===== src/rtl/dropout_grad_mask.sv =====
// dropout_grad_mask: buffers forward-pass drop masks in a small FIFO and
// replays them, in order, onto incoming gradient vectors. Dropped lanes are
// zeroed, kept lanes are scaled by SCALE_Q (unsigned Q4.4) with saturation.
module dropout_grad_mask #(
  parameter int          N       = 8,
  parameter int          W       = 8,
  parameter int          DEPTH   = 4,
  parameter logic [7:0]  SCALE_Q = 8'h20
) (
  input  logic                         clk,
  input  logic                         reset,
  input  logic                         flush,
  input  logic                         mask_valid,
  output logic                         mask_ready,
  input  logic [N-1:0]                 mask_in,
  input  logic                         grad_valid,
  output logic                         grad_ready,
  input  logic [N*W-1:0]               grad_in,
  output logic                         out_valid,
  input  logic                         out_ready,
  output logic [N*W-1:0]               grad_out,
  output logic [$clog2(DEPTH+1)-1:0]   mask_count
);

  localparam int AW = $clog2(DEPTH);
  localparam int CW = $clog2(DEPTH+1);
  localparam logic [CW-1:0] DEPTH_C = CW'(DEPTH);

  logic [N-1:0]   mem_q [DEPTH];
  logic [AW-1:0]  wr_ptr_q, wr_ptr_d;
  logic [AW-1:0]  rd_ptr_q, rd_ptr_d;
  logic [CW-1:0]  count_q, count_d;
  logic           out_valid_q, out_valid_d;
  logic [N*W-1:0] grad_out_q, grad_out_d;
  logic [N*W-1:0] result;
  logic [N-1:0]   mask_head;
  logic           push, pop;

  // Kept-lane arithmetic: signed product, floor shift by 4, clamp to W bits.
  function automatic logic [W-1:0] scale_lane(input logic [W-1:0] g);
    logic signed [W+8:0] prod;
    logic signed [W+8:0] shr;
    prod = $signed({{9{g[W-1]}}, g}) * $signed({{W{1'b0}}, 1'b0, SCALE_Q});
    shr  = prod >>> 4;
    if (!shr[W+8] && (|shr[W+7:W-1]))
      return {1'b0, {(W-1){1'b1}}};
    else if (shr[W+8] && !(&shr[W+7:W-1]))
      return {1'b1, {(W-1){1'b0}}};
    else
      return shr[W-1:0];
  endfunction

  assign mask_ready = (count_q < DEPTH_C) && !reset;
  assign grad_ready = (count_q != '0) && (!out_valid_q || out_ready) && !flush && !reset;
  assign push       = mask_valid && mask_ready && !flush;
  assign pop        = grad_valid && grad_ready;
  assign mask_head  = mem_q[rd_ptr_q];
  assign out_valid  = out_valid_q;
  assign grad_out   = grad_out_q;
  assign mask_count = count_q;

  // Apply the head mask and scaling to every lane of the incoming gradient.
  always_comb begin
    result = '0;
    for (int unsigned i = 0; i < N; i++) begin
      result[i*W +: W] = mask_head[i] ? '0 : scale_lane(grad_in[i*W +: W]);
    end
  end

  // FIFO pointer/count and output-stage next state; flush overrides all.
  always_comb begin
    wr_ptr_d    = wr_ptr_q;
    rd_ptr_d    = rd_ptr_q;
    count_d     = count_q;
    out_valid_d = out_valid_q;
    grad_out_d  = grad_out_q;
    if (flush) begin
      wr_ptr_d    = '0;
      rd_ptr_d    = '0;
      count_d     = '0;
      out_valid_d = 1'b0;
    end else begin
      if (push) wr_ptr_d = wr_ptr_q + AW'(1);
      if (pop)  rd_ptr_d = rd_ptr_q + AW'(1);
      if (push && !pop)      count_d = count_q + CW'(1);
      else if (pop && !push) count_d = count_q - CW'(1);
      if (pop) begin
        out_valid_d = 1'b1;
        grad_out_d  = result;
      end else if (out_ready) begin
        out_valid_d = 1'b0;
      end
    end
  end

  // Control and output registers with asynchronous reset.
  always_ff @(posedge clk or posedge reset) begin
    if (reset) begin
      wr_ptr_q    <= '0;
      rd_ptr_q    <= '0;
      count_q     <= '0;
      out_valid_q <= 1'b0;
      grad_out_q  <= '0;
    end else begin
      wr_ptr_q    <= wr_ptr_d;
      rd_ptr_q    <= rd_ptr_d;
      count_q     <= count_d;
      out_valid_q <= out_valid_d;
      grad_out_q  <= grad_out_d;
    end
  end

  // Mask storage; written only on an accepted push.
  always_ff @(posedge clk) begin
    if (push) mem_q[wr_ptr_q] <= mask_in;
  end

endmodule


===== config.mk =====
export PLATFORM = sky130hd
export DESIGN_NAME = dropout_grad_mask
export DESIGN_NICKNAME = d
export VERILOG_FILES = /design/src/rtl/dropout_grad_mask.sv
export SDC_FILE = /design/constraint.sdc
export NUM_CORES = 1
export LEC_CHECK = 0
export BUFFER_PORTS_ARGS = -buffer_cell sky130_fd_sc_hd__buf_2
export CORE_ASPECT_RATIO = 1.2
export CORE_MARGIN = 3
export CORE_UTILIZATION = 46
export CTS_CLUSTER_DIAMETER = 80
export DETAILED_ROUTE_END_ITERATION = 7
export PLACE_DENSITY = 0.86
export SYNTH_ARGS = -nofsm -noshare
export SYNTH_HDL_FRONTEND = slang
export SYNTH_SLANG_ARGS = --single-unit

===== constraint.sdc =====
create_clock -name clk -period 2.2 [get_ports clk]
set_clock_uncertainty 0.15 [all_clocks]
set_input_delay 0.44 -clock clk [delete_from_list [all_inputs] [get_ports clk]]
set_output_delay 0.44 -clock clk [all_outputs]
set_load 0.05 [all_outputs]

Word-level counts from Yosys, hierarchy flattened --
Memories as Yosys holds them, arrays and structs flattened. Cells that the tools add are included.
Storage, ports and cells: word-level logic and storage cells 117, output and inout bits 70, register bits 72, input bits 78, memory bits (writable) 32, memories kept 1
Operators by class: $lt $le $gt $ge 1, mux-type cells 36, $add $sub $neg 4, reductions and logical operators 69, bitwise operators 1
Memory list:
- mem_q | depth 4, bits a word 8, rd ports 1, clocked after Yosys merged registers in 0, write ports 1, RTL line 29 | logic [N-1:0] mem_q [DEPTH];
Operators with widths (number):
- 8-bit two-way mux | 24
- 1-bit logical AND | 25
- 1-bit logical NOT | 21
- 2-bit AND reduction | 9
- 2-bit OR reduction | 8
- 3-bit two-way mux | 3
- 3-bit nonzero test | 3
- 2-bit two-way mux | 4
- 1-bit two-way mux | 5
- 2-bit by 1-bit adder with 2-bit output (second input constant) | 2
- 2-bit nonzero test | 2
- 3-bit by 1-bit adder with 3-bit output (second input constant) | 1
- 3-bit < comparator (second input constant) | 1
- 3-bit by 1-bit subtractor with 3-bit output (second input constant) | 1
- 1-bit logical OR | 1
- 1-bit inverter | 1

Logic depth before layout (Yosys ltp) --
depth after elaboration 10, gate-level depth with buffers 8

Least setup slack after synthesis --
No wires, ideal clock.
path type reg2reg, start register count_q[2], in the netlist mask_count[2], end register count_q[2], in the netlist mask_count[2], clock period less this slack 2.826 ns, path buffers 0, data arrival time 2.593 ns, stages on the path, launching flop included 8, setup slack -0.626 ns, required time 1.968 ns, path through dfrtp_1 -> nor2_1 -> nand2_1 -> nor3_1 -> fa_1 -> inv_1 -> or4_1 -> a31oi_1
On the way: elaborated cells on any way between the ends 19, those cells by class 2 x add/sub; 1 x order compare; 3 x mux; 13 x reduce/logical
RTL lines:
- from (decl) | RTL line 32 | logic [CW-1:0] count_q, count_d;
- from (signal assigned) | RTL line 107 | count_q <= count_d;
- 3-bit < comparator (*) | RTL line 53 | assign mask_ready = (count_q < DEPTH_C) && !reset;
- 1-bit logical AND (*) | RTL line 53
- named net mask_ready | RTL line 14 | output logic mask_ready,
- 1-bit logical AND (*) (2 in a row) | RTL line 55 | assign push = mask_valid && mask_ready && !flush;
- 1-bit logical AND / 1-bit logical NOT (equally long branches) | RTL line 85, 86
- 3-bit two-way mux / 1-bit logical AND (equally long branches) | RTL line 85, 86
- 3-bit two-way mux / 3-bit nonzero test (equally long branches)
The timed path passes the listed nets; every way through them passes the cells marked *. The select of a mux whose other input is x is not followed. A chain may end at the register's enable or synchronous reset.

Final worst setup path --
start register count_q[1], in the netlist mask_count[1], end register count_q[2], in the netlist mask_count[2]
On the way: longest elaborated chain between the ends 9, elaborated cells on any way between the ends 19, those cells by class 2 x add/sub; 1 x order compare; 3 x mux; 13 x reduce/logical
RTL lines:
- parallel branches: the longest is 9 deep, another holds 3-bit < comparator
Parallel ways; which one is timed is not known. The select of a mux whose other input is x is not followed.

==> flow_summary.toml <==
[sta]
fin_crit_ns = 2.25
slew_viol_final = 0
worst_pin_slew_ns = 0.486
slew_headroom_pct = 67.5
hold_viol = 0
setup_ws_ns = -0.0514
fmax_ghz = 0.444
rsz0062_at_grt = "true"
min_period_over_period_pct = 102
holdWs_ns = 0.149
setup_viol = 1

[outcome]
status = "finished with violations"
failed_checks = "setup timing"

[drt]
wl_met3_um = 546
wl_um = 10300
top_layer = "met4"
drt_iter0_markers = 146
drc_errors = 0
wl_met1_um = 4020
dr.pass1.iters = 4
vias = 3372
wl_met2_um = 5400
wl_per_cell_um = 16.4
ant_nets = 0
vias_per_cell = 5.36

[clock_network]
cts_buffer_depth = 2
cts_buffers = 9
cts_tree = "built"
clkSinkCount = 104
clkTransAtPathRegs_ns = 0.10
clockRootBuffer = "clkbuf_8"
clock_latency_ns = 0.36
ctsHtreeMaxLevel = 3

[worst_setup_path]
critPathTopFamily = "simple AND/OR/NAND/NOR gates"
slowest_delay_ns = 0.50
r2r_start = "mask_count[1]"
cp_cell_sequence = "or3_4 -> and4_4 -> nor3_4 -> fa_1 -> inv_1 -> or4_1 -> a31oi_1"
worstSetupEndpointType = "flip-flop"
crit_start = "mask_count[1]"
r2r_setup_slack_ns = -0.05
cp.arrival_ns = 2.38
required_ns = 2.33
r2r.worst_path.cells = 7
worstPathMaxFanout = 3
start_kind = "flip-flop"
critPathSlowestCell = "or4_1"
cp.depth = 7
crit_buf_inv = 1
path_class = "flip-flop to flip-flop"

[pwr]
p_int_mw = 3.55
p_leak_nw = 2.63
power_frac_clock_pct = 18.4
p_comb_share_pct = 40.2
seqPwrFrac_pct = 41.4
ir_drop_mv = 0.472
switching_share_pct = 43.6
powerDensity_nw_per_um2 = 1120
power_switching_mw = 2.74

[yosys]
synth_top_area_cell = "dfrtp_1"
synth.avg_cell_area_um2 = 12.9
synth-seq-cells = 104
synthFlopType = "dfrtp_1"
synthCells = 348
synth_cell_types = 40
seq_area_frac_synth_pct = 61.6
synth_top_area_share_pct = 40.2
synth-edff-count = 32
synth_area_leaders = "dfrtp_1, edfxtp_1, a22o_1"
synthesis.area_um2 = 4480
syn_nets = 431
synth_common_cells = "dfrtp_1, nand2_1, o21ai_0, edfxtp_1, a22o_1"
synth_warnings = 0
synth_most_common_cell = "dfrtp_1"
async_flop_share_pct = 69.2

[cells_and_area]
final_cells = 629
nNetsFinal = 587
antenna_cells = 0
area_delta_synth_final_pct = 25.5
drive_above_1_share_pct = 38.9
n_fill_cell = 756

[die]
die_h_um = 114
rows = 38
core_um2 = 9270
die_area_um2 = 11000
die_x_um = 96.1
start_util_pct = 48.4
io_pins = 148

[grt]
grt-ovfl-total = 0
grt_pass1_wl_um = 16200
grt_use_total_pct = 19.3
antenna_found_initial = 0
grt_pass1_vias = 3363
grt_max_degree = 58

[place]
globalplace.congestion = 0.829
hpwl_um = 7760
port-buffer-count = 147
placed_cells = 612

[min_path]
hp-class = "input pin to flip-flop"
hp-start = "mask_in[7]"
min_path_cells = 1

[job]
cap_violations = 0
## worst paths after layout
check                           endpoint
min                          mem_q[2][7]
min reg2reg                 grad_out[63]
max reg2reg                mask_count[2]
max in group asynchronous   grad_out[32]
min in group asynchronous    wr_ptr_q[0]
max                        mask_count[2]
## worst reg2reg max path, stage by stage (launching register included)
cell,delay [ns]
dfrtp_2,0.41
or3_4,0.42
and4_4,0.18
nor3_4,0.14
fa_1,0.19
inv_1,0.05
or4_1,0.50
a31oi_1,0.14
## layout make-up
class | instances | area, um^2 | area share (%)
well taps | 120 | 150 | 2.67
repair buffers | 161 | 871 | 15.5
inverters | 18 | 71.3 | 1.27
multi-input cells | 210 | 1580 | 28.1
clock inverters | 5 | 57.6 | 1.02
clock buffers | 11 | 131 | 2.33
flip-flops and latches | 104 | 2770 | 49.2
## stage by stage
stage / cell area, um^2 / setup WS [ns] / total power, mW / setup TNS, ns / utilization, %
global placement: 5420 / -0.00602 / 5.12 / -0.00602 / 58.5
global route: 5630 / -0.157 / 6.57 / -0.157 / 60.7
detailed placement: 5420 / -0.0906 / 5.18 / -0.0906 / 58.5
finish: 5630 / -0.0514 / 6.29 / -0.0514 / 60.7
CTS: 5630 / -0.0656 / 6.32 / -0.0656 / 60.7
floorplan: 4520 / -0.212 / 4.50 / -0.242 / -
## layer usage
metal	global-route usage (%)	vias up
met5	0	-
met4	10.7	0
met3	3.29	26
met2	32.3	101
met1	23.3	1675
li1	-	1570
## power by group through the flow
stage / logic, mW / registers, mW / clock network, mW
finish: 2.53 / 2.60 / 1.16
global route: 2.67 / 2.65 / 1.26
CTS: 2.54 / 2.60 / 1.18
detailed placement: 2.54 / 2.64 / 0
global placement: 2.49 / 2.62 / 0
floorplan: 0.525 / 3.98 / 0
## registers in the layout (all words and copies together) (netlist names)
| name | cells |
|---|---|
| grad_out | 64 |
| mask_count | 3 |
| mem_q | 32 |
| out_valid | 1 |
| rd_ptr_q | 2 |
| wr_ptr_q | 2 |
## repair_timing
| action | in CTS | in global routing |
|---|---|---|
| endpoints found under the hold margin | 15 | 0 |
| setup endpoints to repair | 1 | 2 |
| hold buffers | 1 | 0 |
| setup buffers | 0 | 0 |
| gates resized for setup | 2 | 2 |
## cell usage in the layout, fill, tap and decap left out, types with 4 or more instances in the layout
| master | instances |
|---|---|
| buf_2 | 146 |
| dfrtp_1 | 69 |
| nand2_1 | 34 |
| o21ai_0 | 34 |
| edfxtp_1 | 32 |
| a22o_1 | 28 |
| a21oi_1 | 25 |
| maj3_1 | 24 |
| inv_1 | 17 |
| buf_4 | 12 |
| nand2b_1 | 10 |
| clkbuf_8 | 9 |
| mux4_2 | 8 |
| nor2_1 | 7 |
| nor2b_1 | 4 |
| a32o_1 | 4 |
| and2_1 | 4 |
| clkinvlp_4 | 4 |
| ha_1 | 4 |
## logic make-up after synthesis
| family | share of synthesized area, % |
|---|---|
| simple gates | 8.48 |
| flops | 61.6 |
| buf+inv | 3.80 |
| xor+xnor | 1.09 |
| mux | 4.24 |
| compound gates | 13.8 |
| fa+ha+maj | 6.92 |
Power figures use the tool's default switching activity.
